$ cat config.mk
export PLATFORM = sky130hd
export DESIGN_NAME = bin2bcd_seq
export DESIGN_NICKNAME = d
export VERILOG_FILES = /design/src/rtl/osc_bcd_pkg.sv /design/src/rtl/bcd_digit_adj.sv /design/src/rtl/bin2bcd_seq.sv
export SDC_FILE = /design/constraint.sdc
export NUM_CORES = 1
export LEC_CHECK = 0
export BUFFER_PORTS_ARGS = -buffer_cell sky130_fd_sc_hd__buf_2
export CORE_AREA = 2 2 84 102
export CTS_BUF_LIST = sky130_fd_sc_hd__clkbuf_4
export DETAILED_ROUTE_END_ITERATION = 10
export DIE_AREA = 0 0 86 104
export PLACE_DENSITY = 0.65
export RECOVER_POWER = 25
export SLEW_MARGIN = 20
export SYNTH_ARGS = -nofsm -noshare
export SYNTH_HDL_FRONTEND = slang
export SYNTH_SLANG_ARGS = --single-unit
$ cat constraint.sdc
create_clock -name clk -period 2.8 [get_ports clk]
set_input_delay 0 -clock clk [delete_from_list [all_inputs] [get_ports clk]]
set_output_delay 0 -clock clk [all_outputs]
set_load 0.02 [all_outputs]
$ cat src/rtl/osc_bcd_pkg.sv
// Shared types and helpers for the iterative binary-to-BCD converter.
// Holds the FSM state type, the BCD nine constant and a digit-count helper.
package osc_bcd_pkg;

  typedef enum logic [1:0] {
    IDLE,
    SHIFT,
    DONE
  } bcd_state_t;

  localparam logic [3:0] BCD_NINE = 4'h9;

  // Decimal digits needed to print 2^width-1.
  function automatic int bcd_digits_for(input int width);
    longint unsigned v;
    int              n;
    v = (64'd1 << width) - 64'd1;
    n = 1;
    for (int i = 0; i < 20; i++) begin
      if (v >= 64'd10) begin
        v = v / 64'd10;
        n++;
      end
    end
    return n;
  endfunction

endpackage

$ cat src/rtl/bcd_digit_adj.sv
// Shift-and-add-3 digit correction: adds 3 to a BCD digit of 5 or more.
// Purely combinational, zero latency, no flow control.
module bcd_digit_adj (
  input  logic [3:0] digit_in,
  output logic [3:0] digit_out
);

  always_comb begin
    digit_out = (digit_in >= 4'd5) ? (digit_in + 4'd3) : digit_in;
  end

endmodule

$ cat src/rtl/bin2bcd_seq.sv
// Iterative binary-to-BCD converter with sign, saturation and digit count.
// done arrives BIN_W+1 cycles after start is presented; start is ignored while busy.
module bin2bcd_seq
  import osc_bcd_pkg::*;
#(
  parameter int BIN_W  = 12,
  parameter int DIGITS = 6
) (
  input  logic                        clk,
  input  logic                        rst_n,
  input  logic                        start,
  input  logic                        signed_mode,
  input  logic [BIN_W-1:0]            bindata,
  output logic                        ready,
  output logic                        done,
  output logic [4*DIGITS-1:0]         decimalout,
  output logic                        negative,
  output logic                        overflow,
  output logic [$clog2(DIGITS+1)-1:0] ndigits
);

  localparam int BCD_W = 4 * DIGITS;
  localparam int ND_W  = $clog2(DIGITS + 1);
  localparam int CNT_W = $clog2(BIN_W);
  localparam logic [BIN_W-1:0] MAG_ONE = BIN_W'(1);

  if (DIGITS < 1 || BIN_W < 2) begin : g_bad_param
    $error("bin2bcd_seq: DIGITS must be >= 1 and BIN_W >= 2");
  end
  if (DIGITS < bcd_digits_for(BIN_W)) begin : g_ovf_reachable
    $info("bin2bcd_seq warning: DIGITS too small for BIN_W, overflow is reachable");
  end

  bcd_state_t       state_q, state_d;
  logic [CNT_W-1:0] cnt_q, cnt_d;
  logic [BIN_W-1:0] mag_q, mag_d;
  logic [BCD_W-1:0] acc_q, acc_d, acc_adj, acc_sh;
  logic             ovf_q, ovf_d, ovf_sh;
  logic             neg_q, neg_d;
  logic [BCD_W-1:0] dec_q, dec_d;
  logic             negative_q, negative_d;
  logic             overflow_q, overflow_d;
  logic [ND_W-1:0]  ndig_q, ndig_d, ndig_sh;
  logic             done_q, done_d;

  for (genvar g = 0; g < DIGITS; g++) begin : g_adj
    bcd_digit_adj u_adj (
      .digit_in  (acc_q[4*g +: 4]),
      .digit_out (acc_adj[4*g +: 4])
    );
  end

  // One double-dabble step; the bit falling off the top digit means >= 10^DIGITS.
  always_comb begin
    acc_sh  = {acc_adj[BCD_W-2:0], mag_q[BIN_W-1]};
    ovf_sh  = ovf_q | acc_adj[BCD_W-1];
    ndig_sh = ND_W'(1);
    for (int i = 1; i < DIGITS; i++) begin
      if (acc_sh[4*i +: 4] != 4'h0) ndig_sh = ND_W'(i + 1);
    end
    if (ovf_sh) ndig_sh = ND_W'(DIGITS);
  end

  always_comb begin
    state_d    = state_q;
    cnt_d      = cnt_q;
    mag_d      = mag_q;
    acc_d      = acc_q;
    ovf_d      = ovf_q;
    neg_d      = neg_q;
    dec_d      = dec_q;
    negative_d = negative_q;
    overflow_d = overflow_q;
    ndig_d     = ndig_q;
    done_d     = 1'b0;
    case (state_q)
      SHIFT: begin
        acc_d = acc_sh;
        mag_d = {mag_q[BIN_W-2:0], 1'b0};
        ovf_d = ovf_sh;
        cnt_d = cnt_q + CNT_W'(1);
        if (cnt_q == CNT_W'(BIN_W - 1)) begin
          state_d    = DONE;
          done_d     = 1'b1;
          dec_d      = ovf_sh ? {DIGITS{BCD_NINE}} : acc_sh;
          negative_d = neg_q;
          overflow_d = ovf_sh;
          ndig_d     = ndig_sh;
        end
      end
      default: begin
        state_d = IDLE;
        if (start) begin
          // A set sign bit means a nonzero value, so -0 cannot be produced.
          neg_d   = signed_mode & bindata[BIN_W-1];
          mag_d   = neg_d ? (~bindata + MAG_ONE) : bindata;
          acc_d   = '0;
          ovf_d   = 1'b0;
          cnt_d   = '0;
          state_d = SHIFT;
        end
      end
    endcase
  end

  always_ff @(posedge clk) begin
    if (!rst_n) begin
      state_q    <= IDLE;
      cnt_q      <= '0;
      mag_q      <= '0;
      acc_q      <= '0;
      ovf_q      <= 1'b0;
      neg_q      <= 1'b0;
      dec_q      <= '0;
      negative_q <= 1'b0;
      overflow_q <= 1'b0;
      ndig_q     <= ND_W'(1);
      done_q     <= 1'b0;
    end else begin
      state_q    <= state_d;
      cnt_q      <= cnt_d;
      mag_q      <= mag_d;
      acc_q      <= acc_d;
      ovf_q      <= ovf_d;
      neg_q      <= neg_d;
      dec_q      <= dec_d;
      negative_q <= negative_d;
      overflow_q <= overflow_d;
      ndig_q     <= ndig_d;
      done_q     <= done_d;
    end
  end

  assign ready      = (state_q != SHIFT);
  assign done       = done_q;
  assign decimalout = dec_q;
  assign negative   = negative_q;
  assign overflow   = overflow_q;
  assign ndigits    = ndig_q;

endmodule

# == After elaboration in Yosys (flattened, before gate mapping) ==
# Cells that the tools add are included.
# Widths: inputs -> output; s select.
# op_classes
div_mod_pow,0
eq_ne,4
n_lt_le_gt_ge,6
mul,0
mux,26
n_addsub,8
bitwise_logic,5
shifts,0
n_reduce_logical,10
# ops
cell,n
$mux 24,3
$mux 12,3
$mux 4,8
$add 4x2->4 const B,6
$ge 4x3->1 const B,6
$reduce_bool 4->1,5
$mux 3,5
$add 12x1->12 const B,1
$not 12->12,1
$mux 2,3
$reduce_and 2->1,3
$add 4x1->4 const B,1
$eq 4x4->1 const B,1
$mux 1,4
$eq 2x1->1 const B,1
$ne 2x1->1 const B,1
$ne 2x2->1 const B,1
$not 1->1,2
$reduce_bool 2->1,1
$reduce_or 2->1,1
$and 1x1->1,1
$or 1x1->1,1
# totals
ff_bits,74
romBits,0
memories,0
elab_cells,71
output_inout_bits,31
latch_bits,0
ramBits,0
input_bits,16

# == Logic depth before layout (Yosys ltp) ==
# logic_depth
ltp_word,9
depth_mapped,9
mapped_depth_nobuf,8

# == By module ==
# A second synthesis with hierarchy kept.
# unflattened
cells_unflattened,480
hier_area_um2,3829.9
# modules_own_cells
mod,seq_area_each_um2,area_each_um2,cells_each,n_inst
bin2bcd_seq,1481.4,3221.8,384,1
bcd_digit_adj,0.0,101.3,16,6

# == Least setup slack after synthesis ==
# OpenSTA, ideal clock, no wires.
# synth_timing
path_type,register -> register
startpoint,reg acc_q[20]
endpoint,reg ndig_q[0] (netlist: ndigits[0])
arrival_time_ns,1.777
slack_ns,0.941
setup_time_ns,0.082
period_less_slack_ns,1.859
path_buffers,1
path_stages_with_launch,10
required_ns,2.718
path_cell_list,dfxtp_1 inv_1 ha_1 and2b_4 nor3_2 a211o_1 buf_6 nor4_4 o211ai_1 o2111ai_1
# synth_via
elab_chain_len,5
elab_cells_between_ends,7
cone_classes,1 x add/sub; 1 x order compare; 3 x mux; 1 x bitwise; 1 x reduce/logical
# synth_lines
element,line_no,source
start: declaration,bin2bcd_seq.sv:37,"logic [BCD_W-1:0] acc_q, acc_d, acc_adj, acc_sh;"
start signal: assignment,bin2bcd_seq.sv:111,acc_q <= '0;
start signal: assignment,bin2bcd_seq.sv:123,acc_q <= acc_d;
$add 4x2->4 / $ge 4x3->1 (equally long branches),bcd_digit_adj.sv:9,digit_out = (digit_in >= 4'd5) ? (digit_in + 4'd3) : digit_in;
$mux 4 *,bcd_digit_adj.sv:9,
$reduce_bool 4->1,bin2bcd_seq.sv:59,if (acc_sh[4*i +: 4] != 4'h0) ndig_sh = ND_W'(i + 1);
$mux 3,bin2bcd_seq.sv:59,
$mux 3 *,bin2bcd_seq.sv:61,if (ovf_sh) ndig_sh = ND_W'(DIGITS);
end signal: assignment,bin2bcd_seq.sv:129,ndig_q <= ndig_d;
end: declaration,bin2bcd_seq.sv:43,"logic [ND_W-1:0] ndig_q, ndig_d, ndig_sh;"
# Every way passes the cells marked *; elsewhere a longest branch is shown, timed or not.
# A chain may end at the register's enable or synchronous reset.

# == Final worst setup path ==
# layout_timing
startpoint,reg acc_q[20]
endpoint,reg dec_q[1] (netlist: decimalout[1])
# layout_via
elab_chain_len,4
elab_cells_between_ends,5
cone_classes,1 x add/sub; 1 x order compare; 2 x mux; 1 x bitwise
# layout_lines
element,line_no,source
$add 4x2->4 / $ge 4x3->1 (equally long branches),bcd_digit_adj.sv:9,
$mux 4 *,bcd_digit_adj.sv:9,
$or 1x1->1 *,bin2bcd_seq.sv:56,ovf_sh = ovf_q | acc_adj[BCD_W-1];
$mux 24 *,bin2bcd_seq.sv:85,dec_d = ovf_sh ? {DIGITS{BCD_NINE}} : acc_sh;
end signal: assignment,bin2bcd_seq.sv:114,dec_q <= '0;
end signal: assignment,bin2bcd_seq.sv:126,dec_q <= dec_d;
end: declaration,bin2bcd_seq.sv:40,"logic [BCD_W-1:0] dec_q, dec_d;"
# Marks and branches as above.

==> results.md <==
* Crit start category: register
* Area Growth Syn to Fin at 10.07%
* Std cell rows at 36
* CTS tree: built
* Critical Path Source: acc_q[20]$_SDFFE_PN0P_
* CP endpoint kind: register
* Core box area at 7973 µm²
* Count of cell types in the netlist at 48
* Die W at 86 µm
* Setup WS post-layout at 0.6146 ns
* Initial antenna violation count at 0
* EDFF count, synth at 0
* Unrepaired setup endpoints after global routing: no
* Post-Syn Instances at 466
* Final-stage net count at 534
* CP cell instances: inv_1 > ha_1 > and2b_4 > nor3_2 > a211o_1 > nor2_2 > a22oi_1 > nor2b_1
* Bufs on Longest Clock Path at 2
* Die area at 8944 µm²
* Grt ovf at 0
* Switching pwr at 467.0 µW
* Clock Power Share at 0.317
* Via/cell ratio at 5.613
* RR Endpoint: decimalout[1]$_SDFFE_PN0P_
* Final period util at 0.7805
* Die height at 104 µm
* Number of cells on the critical path at 8
* Synth warn at 0
* Syn nets at 496
* Hold Path Class: input port to register
* Commonest non-fill, non-tap cell in the layout: dfxtp_1
* Antenna diodes at 0
* Post-synthesis area per instance at 8.267 µm²
* Worst skew pair latency at 0.43 ns
* Total wire length at 9079 µm
* CTS Sinks at 74
* Num CTS Buffers at 9
* Final hold viol count at 0
* Crit path buf inv count at 1
* R2r startpoint: acc_q[20]$_SDFFE_PN0P_
* Synth Register Bits at 74
* Post-DP HPWL at 6100 µm
* Peak supply drop at 0.2349 mV
* Post-synthesis cell area at 3852 µm²
* Layout cell share with drive strength beyond 1 at 0.1100
* Highest-count cells in the layout ignoring fill and taps: 74 x dfxtp_1, 54 x o21ai_0, 37 x a21oi_1, 28 x nand2_1, 26 x clkbuf_1
* DRT iter0 DRCs at 198
* Port bufs at 46
* First-pass GRT wire length at 15,320 µm
* Vias at 3,390
* Number of global-route vias before repair at 3,103
* Cell Area, Placed at 4134 µm²
* Clock transition at the registers of the reported paths at 0.12 ns
* Period minus WS final at 2.185 ns
* Sw Ratio at 0.2593
* Worst slew margin at 0.4290
* RePlAce Congestion at 0.8005
* Synth top area cells: dfxtp_1 38%, o21ai_0 7.0%, a21oi_1 4.8%
* Combinational Power Share at 0.085
* Gr usage total at 0.2133
* Critical path arrival at 2.51 ns
* Register share of total power at 0.598
* Worst Path Max Fanout at 10
* Ys flop type: dfxtp_1
* Max-cap viol count at 0
* CP max stage cell: dfxtp_1
* Leak at 0.001529 µW
* Final Max Tran Viols at 0
* Async S/R FF share, synth at 0
* Post-CTS Setup Inserts at 0
* PD cells at 424.7 nW/µm²
* IO Count at 47
* Post-synth top area share at 0.3845
* Antenna-violating nets left at 0
* # setup viols final at 0
* Post-synthesis sequential area ratio at 0.3845
* Wire length per cell at 15.03 µm
* Largest net degree at the start of global routing at 49
* Crit-path leading delay family: simple AND/OR/NAND/NOR gates
* Worst setup path endpoint: decimalout[1]$_SDFFE_PN0P_
* Post-synth top area cell: dfxtp_1
* Post-route cell area at 4240 µm²
* H-tree depth at 3
* CTS resizes at 0
* Status: finished, final reports clean
* Crit path kind: register to register
* Fin Clk Skew at 0.01689 ns
* Worst slew pin tran at 0.8555 ns
* Worst Reg-to-Reg Cells at 8
* Pre-CTS setup slack at 0.6425 ns
* Max Fclk at 457.6 MHz
* First-pass DRT Iterations at 5
* Root Buffer: clkbuf_4
* P_int at 1334 µW
* Critical Path RT at 3.12 ns
* Reg2Reg Setup Slack at 0.61 ns
* Setup TNS at 0 ns
* Slowest stage delay, CP at 0.49 ns
* Drt drc at 0
* Initial core utilization at 0.4832
-- power by group through the flow --
stage          Combinational [µW]  Clock (µW)  Sequential (µW)
6_report                      153         570             1080
4_1_cts                       153         587             1080
5_1_grt                       171         635             1080
3_3_place_gp                  147           0             1100
3_5_place_dp                  149           0             1100
2_1_floorplan                 103           0             1100
-- worst reg2reg max path: stages, from the launching register on --
cell and delay, ns:
dfxtp_1 0.49, inv_1 0.11, ha_1 0.27, and2b_4 0.19, nor3_2 0.18, a211o_1 0.39
nor2_2 0.18, a22oi_1 0.20, nor2b_1 0.07
-- synthesized netlist by cell type (all sizes together), types with 13 or more instances --
| library cell | count |
|---|---|
| or3 | 14 |
| nor2b | 22 |
| clkbuf | 26 |
| inv | 20 |
| nor2 | 20 |
| nor3 | 15 |
| xnor2 | 13 |
| o21ai | 55 |
| a21oi | 37 |
| nand2 | 28 |
| a21boi | 13 |
| dfxtp | 74 |
| and2 | 19 |
| nor3b | 13 |
| ha | 14 |
-- flip-flops by register name (all words and copies together), names as in the netlist, 2 cells and up --
signal / cells
acc_q: 24
decimalout: 24
mag_q: 12
cnt_q: 4
ndigits: 3
state_q: 2
-- how the worst min path moves through the flow --
stage	to	from	depth (start not counted)	slack, ns
2_1_floorplan	mag_q[0]$_SDFFE_PP0P_	bindata[0]	2	0.15
3_3_place_gp	mag_q[0]$_SDFFE_PP0P_	bindata[0]	3	0.29
3_5_place_dp	mag_q[0]$_SDFFE_PP0P_	bindata[0]	3	0.31
4_1_cts	mag_q[9]$_SDFFE_PN0P_	bindata[9]	4	0.006
5_1_grt	mag_q[5]$_SDFFE_PN0P_	bindata[5]	5	0.06
6_report	mag_q[6]$_SDFFE_PN0P_	bindata[6]	5	0.02
-- cell type report --
type | instances | area, µm²
clock buffer | 12 | 90.09
clock inverter | 4 | 18.77
fill | 789 | 3732
inverter | 20 | 75.07
multi-input combinational | 342 | 2156
sequential | 74 | 1481
tap | 95 | 118.9
timing repair buffer | 57 | 300.3
-- metrics by stage --
| step | hold WS [ns] | power (µW) | instances | utilization |
|---|---|---|---|---|
| after global routing | 0.06212 | 1887 | 604 | 0.5319 |
| after detailed placement | 0.3066 | 1251 | 585 | 0.5185 |
| after floorplan | 0.1472 | 1202 | 466 | - |
| after global placement | 0.2912 | 1248 | 585 | 0.5185 |
| final | 0.02128 | 1801 | 604 | 0.5319 |
| after CTS | 0.006002 | 1817 | 604 | 0.5359 |
-- per-layer routing --
| metal | routed length, µm | share of wire | track usage |
|---|---|---|---|
| met3 | 510 | 0.056 | 0.03492 |
| met2 | 4229 | 0.47 | 0.3411 |
| met1 | 4185 | 0.46 | 0.2847 |
| met4 | 154 | 0.017 | 0.08390 |
| met5 | 0 | 0 | 0 |
-- cells by family (layout without fill, tap and decap cells) --
| logic type | count (synthesis) | in the layout | share of synthesized area |
|---|---|---|---|
| muxes | 5 | 5 | 0.01364 |
| and+or+nand+nor | 169 | 169 | 0.2556 |
| AOI/OAI and AO/OA | 141 | 141 | 0.2147 |
| DFF | 74 | 74 | 0.3845 |
| xor gates and xnor gates | 13 | 13 | 0.02956 |
| buffers and inverters | 50 | 93 | 0.05651 |
| adders and majority gates | 14 | 14 | 0.04547 |
-- repair_timing --
action	4_1_cts	5_1_grt
hold buffers	3	0
setup endpoints to repair	0	0
endpoints found under the hold margin	3	0
No activity file was read; power rests on OpenSTA's default activity.
